`src/rtl/eeprom_rw_check.sv`:
```
// EEPROM self-test: writes an index pattern, waits out tWR,
// reads it back and reports a sticky pass/fail to the alarm stage.
module eeprom_rw_check #(
    parameter int          BYTE_NUM   = 8,
    parameter logic [15:0] START_ADDR = 16'h0000,
    parameter int          PWR_WAIT   = 25_000_000,
    parameter int          TWR_WAIT   = 250_000
) (
    input  logic        clk,
    input  logic        rst,
    output logic        i2c_exec,
    output logic        i2c_rh_wl,
    output logic [15:0] i2c_addr,
    output logic [7:0]  i2c_data_w,
    input  logic        i2c_done,
    input  logic        i2c_ack,
    input  logic [7:0]  i2c_data_r,
    output logic        rw_done,
    output logic        rw_result
);

    localparam int MAX_WAIT =
        (PWR_WAIT > TWR_WAIT) ? PWR_WAIT : TWR_WAIT;
    localparam int CW =
        (MAX_WAIT > 2) ? $clog2(MAX_WAIT) : 1;
    localparam logic [CW-1:0] PWR_LAST = CW'(PWR_WAIT - 1);
    localparam logic [CW-1:0] TWR_LAST = CW'(TWR_WAIT - 1);
    localparam logic [8:0]    K_LAST   = 9'(BYTE_NUM - 1);

    typedef enum logic [2:0] {
        PWR,
        WR_REQ,
        WR_WAIT,
        TWR,
        RD_REQ,
        RD_WAIT,
        DONE
    } state_t;

    state_t        state;
    state_t        state_nxt;
    logic [CW-1:0] cnt;
    logic [8:0]    k;
    logic          err;

    logic pwr_end;
    logic twr_end;
    logic last_byte;
    logic rd_bad;

    assign pwr_end   = (cnt == PWR_LAST);
    assign twr_end   = (cnt == TWR_LAST);
    assign last_byte = (k == K_LAST);
    // A read is bad on NACK or on a data miscompare.
    assign rd_bad    = i2c_ack | (i2c_data_r != k[7:0]);

    // State register.
    always_ff @(posedge clk or posedge rst) begin
        if (rst) state <= PWR;
        else     state <= state_nxt;
    end

    // Next-state: REQ states last one cycle, WAIT states hold for done.
    always_comb begin
        state_nxt = state;
        unique case (state)
            PWR:     if (pwr_end) state_nxt = WR_REQ;
            WR_REQ:  state_nxt = WR_WAIT;
            WR_WAIT: if (i2c_done)
                         state_nxt = last_byte ? TWR : WR_REQ;
            TWR:     if (twr_end) state_nxt = RD_REQ;
            RD_REQ:  state_nxt = RD_WAIT;
            RD_WAIT: if (i2c_done)
                         state_nxt = last_byte ? DONE : RD_REQ;
            DONE:    state_nxt = DONE;
            default: state_nxt = PWR;
        endcase
    end

    // Counters, sticky error and registered driver/result outputs.
    always_ff @(posedge clk or posedge rst) begin
        if (rst) begin
            cnt        <= '0;
            k          <= '0;
            err        <= 1'b0;
            i2c_exec   <= 1'b0;
            i2c_rh_wl  <= 1'b0;
            i2c_addr   <= START_ADDR;
            i2c_data_w <= 8'h00;
            rw_done    <= 1'b0;
            rw_result  <= 1'b0;
        end else begin
            i2c_exec <= 1'b0;
            unique case (state)
                PWR: begin
                    cnt <= pwr_end ? '0 : cnt + 1'b1;
                end
                WR_REQ: begin
                    i2c_exec   <= 1'b1;
                    i2c_rh_wl  <= 1'b0;
                    i2c_addr   <= START_ADDR + {7'd0, k};
                    i2c_data_w <= k[7:0];
                end
                WR_WAIT: begin
                    if (i2c_done) begin
                        err <= err | i2c_ack;
                        k   <= k + 1'b1;
                    end
                end
                TWR: begin
                    cnt <= twr_end ? '0 : cnt + 1'b1;
                    if (twr_end) k <= '0;
                end
                RD_REQ: begin
                    i2c_exec  <= 1'b1;
                    i2c_rh_wl <= 1'b1;
                    i2c_addr  <= START_ADDR + {7'd0, k};
                end
                RD_WAIT: begin
                    if (i2c_done) begin
                        err <= err | rd_bad;
                        k   <= k + 1'b1;
                        if (last_byte) begin
                            rw_done   <= 1'b1;
                            rw_result <= ~(err | rd_bad);
                        end
                    end
                end
                DONE: begin
                end
                default: begin
                end
            endcase
        end
    end

endmodule

```
`config.mk`:
```
export PLATFORM = sky130hd
export DESIGN_NAME = eeprom_rw_check
export DESIGN_NICKNAME = d
export VERILOG_FILES = /design/src/rtl/eeprom_rw_check.sv
export SDC_FILE = /design/constraint.sdc
export NUM_CORES = 1
export LEC_CHECK = 0
export CORE_UTILIZATION = 55
export DETAILED_ROUTE_END_ITERATION = 10
export GPL_ROUTABILITY_DRIVEN = 0
export GPL_TIMING_DRIVEN = 0
export PLACE_DENSITY = 0.8
export REMOVE_ABC_BUFFERS = 1
export SLEW_MARGIN = 0
export SYNTH_ARGS = -nofsm -noshare
export SYNTH_HDL_FRONTEND = slang
export SYNTH_SLANG_ARGS = --single-unit
export TNS_END_PERCENT = 5
```
`constraint.sdc`:
```
create_clock -name clk -period 3.4 [get_ports clk]
set_clock_uncertainty 0.2 [all_clocks]
set_input_delay 0.68 -clock clk [delete_from_list [all_inputs] [get_ports clk]]
set_output_delay 0.68 -clock clk [all_outputs]
set_load 0.01 [all_outputs]
```
==> qor.json <==
{
  "power.density_nw_per_um2": 567,
  "post_synth_and_or_nand_nor_area_fraction": 0.224,
  "static-leakage-power_nw": 1.62,
  "synth_compound_gate_area_share": 0.0599,
  "die_w_um": 76.5,
  "regToRegSetupSlack_ns": 0.64,
  "die-area_um2": 5850,
  "yosys_warnings": 0,
  "hold_buffers": 0,
  "period_share": 0.813,
  "antenna_left": 0,
  "ios": 40,
  "tightest_slew_ns": 0.891,
  "detail_route.vias_per_cell": 5.67,
  "area.sequential_um2": 1480,
  "number_of_synthesized_register_bits": 59,
  "fillerInstances": 409,
  "drc": 0,
  "clock-root-buffer": "clkbuf_8",
  "vias": 2251,
  "p_sw_frac": 0.289,
  "syn_avg_cell_area_um2": 10.5,
  "n_antenna_cell": 0,
  "vias_in_the_first_global_route": 2212,
  "cp.buffers_inverters": 1,
  "fmax_ghz": 0.362,
  "post_drt_wl_per_cell_um": 16.1,
  "port_buffers": 32,
  "post_synth_inst_count": 290,
  "clock_insertion_delay_worst_skew_ns": 0.34,
  "clock-sinks": 59,
  "critPathSlowestCell": "nor4b_1",
  "most_crowded_layer_gr": "met2",
  "cp_slowest_stage_delay_ns": 0.72,
  "clk_transition_reported_paths_ns": 0.07,
  "dp_hpwl_mm": 4.18,
  "synth_seq_area_share": 0.484,
  "seq_power_share": 0.462,
  "cts-resized-gates": 0,
  "final-max-slew-violation-count": 0,
  "timing.setup.critical_path_class": "flop to flop",
  "final-setup-viol-count": 0,
  "cellInternalPower_mw": 1.45,
  "synth-edff-count": 0,
  "synth.distinct_cells": 52,
  "numCtsBuffers": 9,
  "starting_density": 0.582,
  "synth-async-reset-ratio": 1.00,
  "drive_gt1_frac": 0.147,
  "synthMuxAreaShare": 0.0730,
  "finalCriticalPeriod_ns": 2.76,
  "worst_slew_margin_rel": 0.404,
  "share_comb_of_total_power": 0.195,
  "yosys.area_share.xor_xnor": 0.106,
  "globalRouteMet1Util": 0.330,
  "hold_path_class": "flop to flop",
  "worst_setup_path_start_kind": "flop",
  "max-vdd-ir-drop_mv": 0.325,
  "cts_max_path_buffers": 2,
  "globalRouteTotalUtil": 0.240,
  "final_power_mw": 2.04,
  "crit_required_ns": 3.46,
  "first_iteration_detailed_routing_drc_count": 144,
  "area.growth.synth_to_final_pct": 17.8,
  "initial_antenna_violation_count": 0,
  "syn_area_um2": 3050,
  "arrival_ns": 2.83,
  "outcome": "finished clean",
  "coreArea_um2": 5240,
  "clock_tree_from_tritoncts": "yes",
  "p_switching_mw": 0.588,
  "grt_setup_unrepaired": "false",
  "grt_max_degree": 37,
  "cts_setup_buffers": 0,
  "detailedRoute.firstPassIterationCount": 4,
  "fin_setup_tns_ns": 0,
  "layout.core_utilization": 0.686,
  "fp.dieH_um": 76.5,
  "power.clock.fraction": 0.343,
  "worst_setup_path_end_kind": "flop",
  "multiInputGateArea_um2": 1460,
  "post_synth_top_flop": "dfrtp_1",
  "grt_util_met2": 0.365,
  "overflow_after_grt": 0,
  "postRouteWirelength_mm": 6.40,
  "fp-row-count": 26,
  "hold_violations": 0,
  "max_cap_violations": 0,
  "crit_chain": "nand4b_1 -> nor4b_1 -> clkbuf_2 -> nand2_1 -> nor3_1 -> xor2_1",
  "num-nets-final": 336,
  "critPathMaxFanout": 18,
  "grt_first_pass_wirelength_mm": 10.9,
  "timing.critical_path.max_delay_family": "simple AND/OR/NAND/NOR gates",
  "ctsHtreeMaxLevel": 3,
  "synth_fa_ha_area_frac": 0.00820,
  "synth_top_family_by_area": "simple AND/OR/NAND/NOR gates",
  "global_routing_met3_resource_utilization": 0.0443
}
==> power groups by stage <==
| stage | combinational, mW | sequential (mW) | clock, mW |
|---|---|---|---|
| 6_report | 0.397 | 0.942 | 0.698 |
| 5_1_grt | 0.438 | 0.961 | 0.729 |
| 4_1_cts | 0.402 | 0.940 | 0.709 |
| 3_5_place_dp | 0.399 | 0.951 | 0 |
| 3_3_place_gp | 0.382 | 0.948 | 0 |
| 2_1_floorplan | 0.226 | 0.941 | 0 |
==> logic make-up after synthesis <==
family,Yosys count
mux,20
fa+ha+maj,2
compound gates,26
xor+xnor,36
buf+inv,22
flops,59
simple gates,124
other cells,1
==> cells in the mapped netlist (5+ instances only) <==
master    number  share of area
and3_1         5          0.010
xor2_1        20          0.057
nor2_1        35          0.043
nor4_1         6          0.012
dfrtp_1       59           0.48
nand3_1        7          0.011
nand4_1       16          0.033
clkbuf_1       7         0.0086
xnor2_1       15          0.043
nand2_1       22          0.027
mux2_2        18          0.066
a21oi_1        7          0.011
buf_4          7          0.017
==> flip-flops by register name, summed over array words and instances, names as in the netlist <==
name,cells
cnt,25
i2c_addr,9
k,9
i2c_data_w,8
state,3
err,1
i2c_exec,1
i2c_rh_wl,1
rw_done,1
rw_result,1
==> worst reg2reg max path: stages, from the launching register on <==
cell	delay (ns)
dfrtp_1	0.61
nand4b_1	0.35
nor4b_1	0.72
clkbuf_2	0.29
nand2_1	0.10
nor3_1	0.24
xor2_1	0.18
==> final timing paths <==
path	start	to	depth (start not counted)
setup / recovery	state[2]	cnt[23]	6
min in group asynchronous	rst	cnt[14]	2
hold reg to reg	rw_done	rw_done	1
hold / removal	rw_done	rw_done	1
setup reg to reg	state[2]	cnt[23]	6
max in group asynchronous	rst	cnt[2]	3
==> placed cells by master, fill, tap and decap left out, types with 2 or more instances in the layout <==
master           netlist  layout
nand4_1               16      16
nor3_1                 4       4
and3_1                 5       5
xnor2_1               15      15
a31oi_1                2       2
clkinv_2               0       4
o21ai_0                4       4
a21o_1                 3       3
conb_1                 1       7
or4_1                  3       3
inv_1                  3       2
clkdlybuf4s50_1        0      32
nor3_2                 2       2
xor2_1                20      20
a21oi_1                7       7
or4b_2                 2       2
bufinv_16              0       2
and2_1                 2       2
nor2_1                35      35
nand3_1                7       7
nor4b_1                2       2
nor4_1                 6       6
nand2b_1               3       3
or3_1                  4       4
mux2i_1                2       2
dfrtp_1               59      59
nand2_1               22      22
mux2_2                18      18
and4_1                 2       2
ha_1                   2       2
clkbuf_8               0       9
==> cell type report <==
class / count / area share
Multi-Input combinational cell: 215 / 0.408
Clock buffer: 10 / 0.0355
Clock inverter: 6 / 0.0223
Inverter: 3 / 0.00313
Timing Repair Buffer: 34 / 0.0961
Sequential cell: 59 / 0.411
Tap cell: 70 / 0.0244
==> per-stage QoR <==
step | setup WS (ns) | hold WS [ns] | cells | cell area [µm²]
floorplan | 0.939 | 0.251 | 277 | 2950
global placement | 0.00482 | 0.249 | 379 | 3360
detailed placement | 0.434 | 0.253 | 380 | 3380
CTS | 0.311 | 0.271 | 396 | 3590
global route | 0.403 | 0.307 | 397 | 3590
finish | 0.636 | 0.266 | 397 | 3590
==> per-layer routing <==
metal | share of wire | wire length, µm
met1 | 0.45 | 2880
met5 | 0 | 0
met2 | 0.48 | 3080
met4 | 0.022 | 142
met3 | 0.047 | 302
No activity file was read; power rests on OpenSTA's default activity.
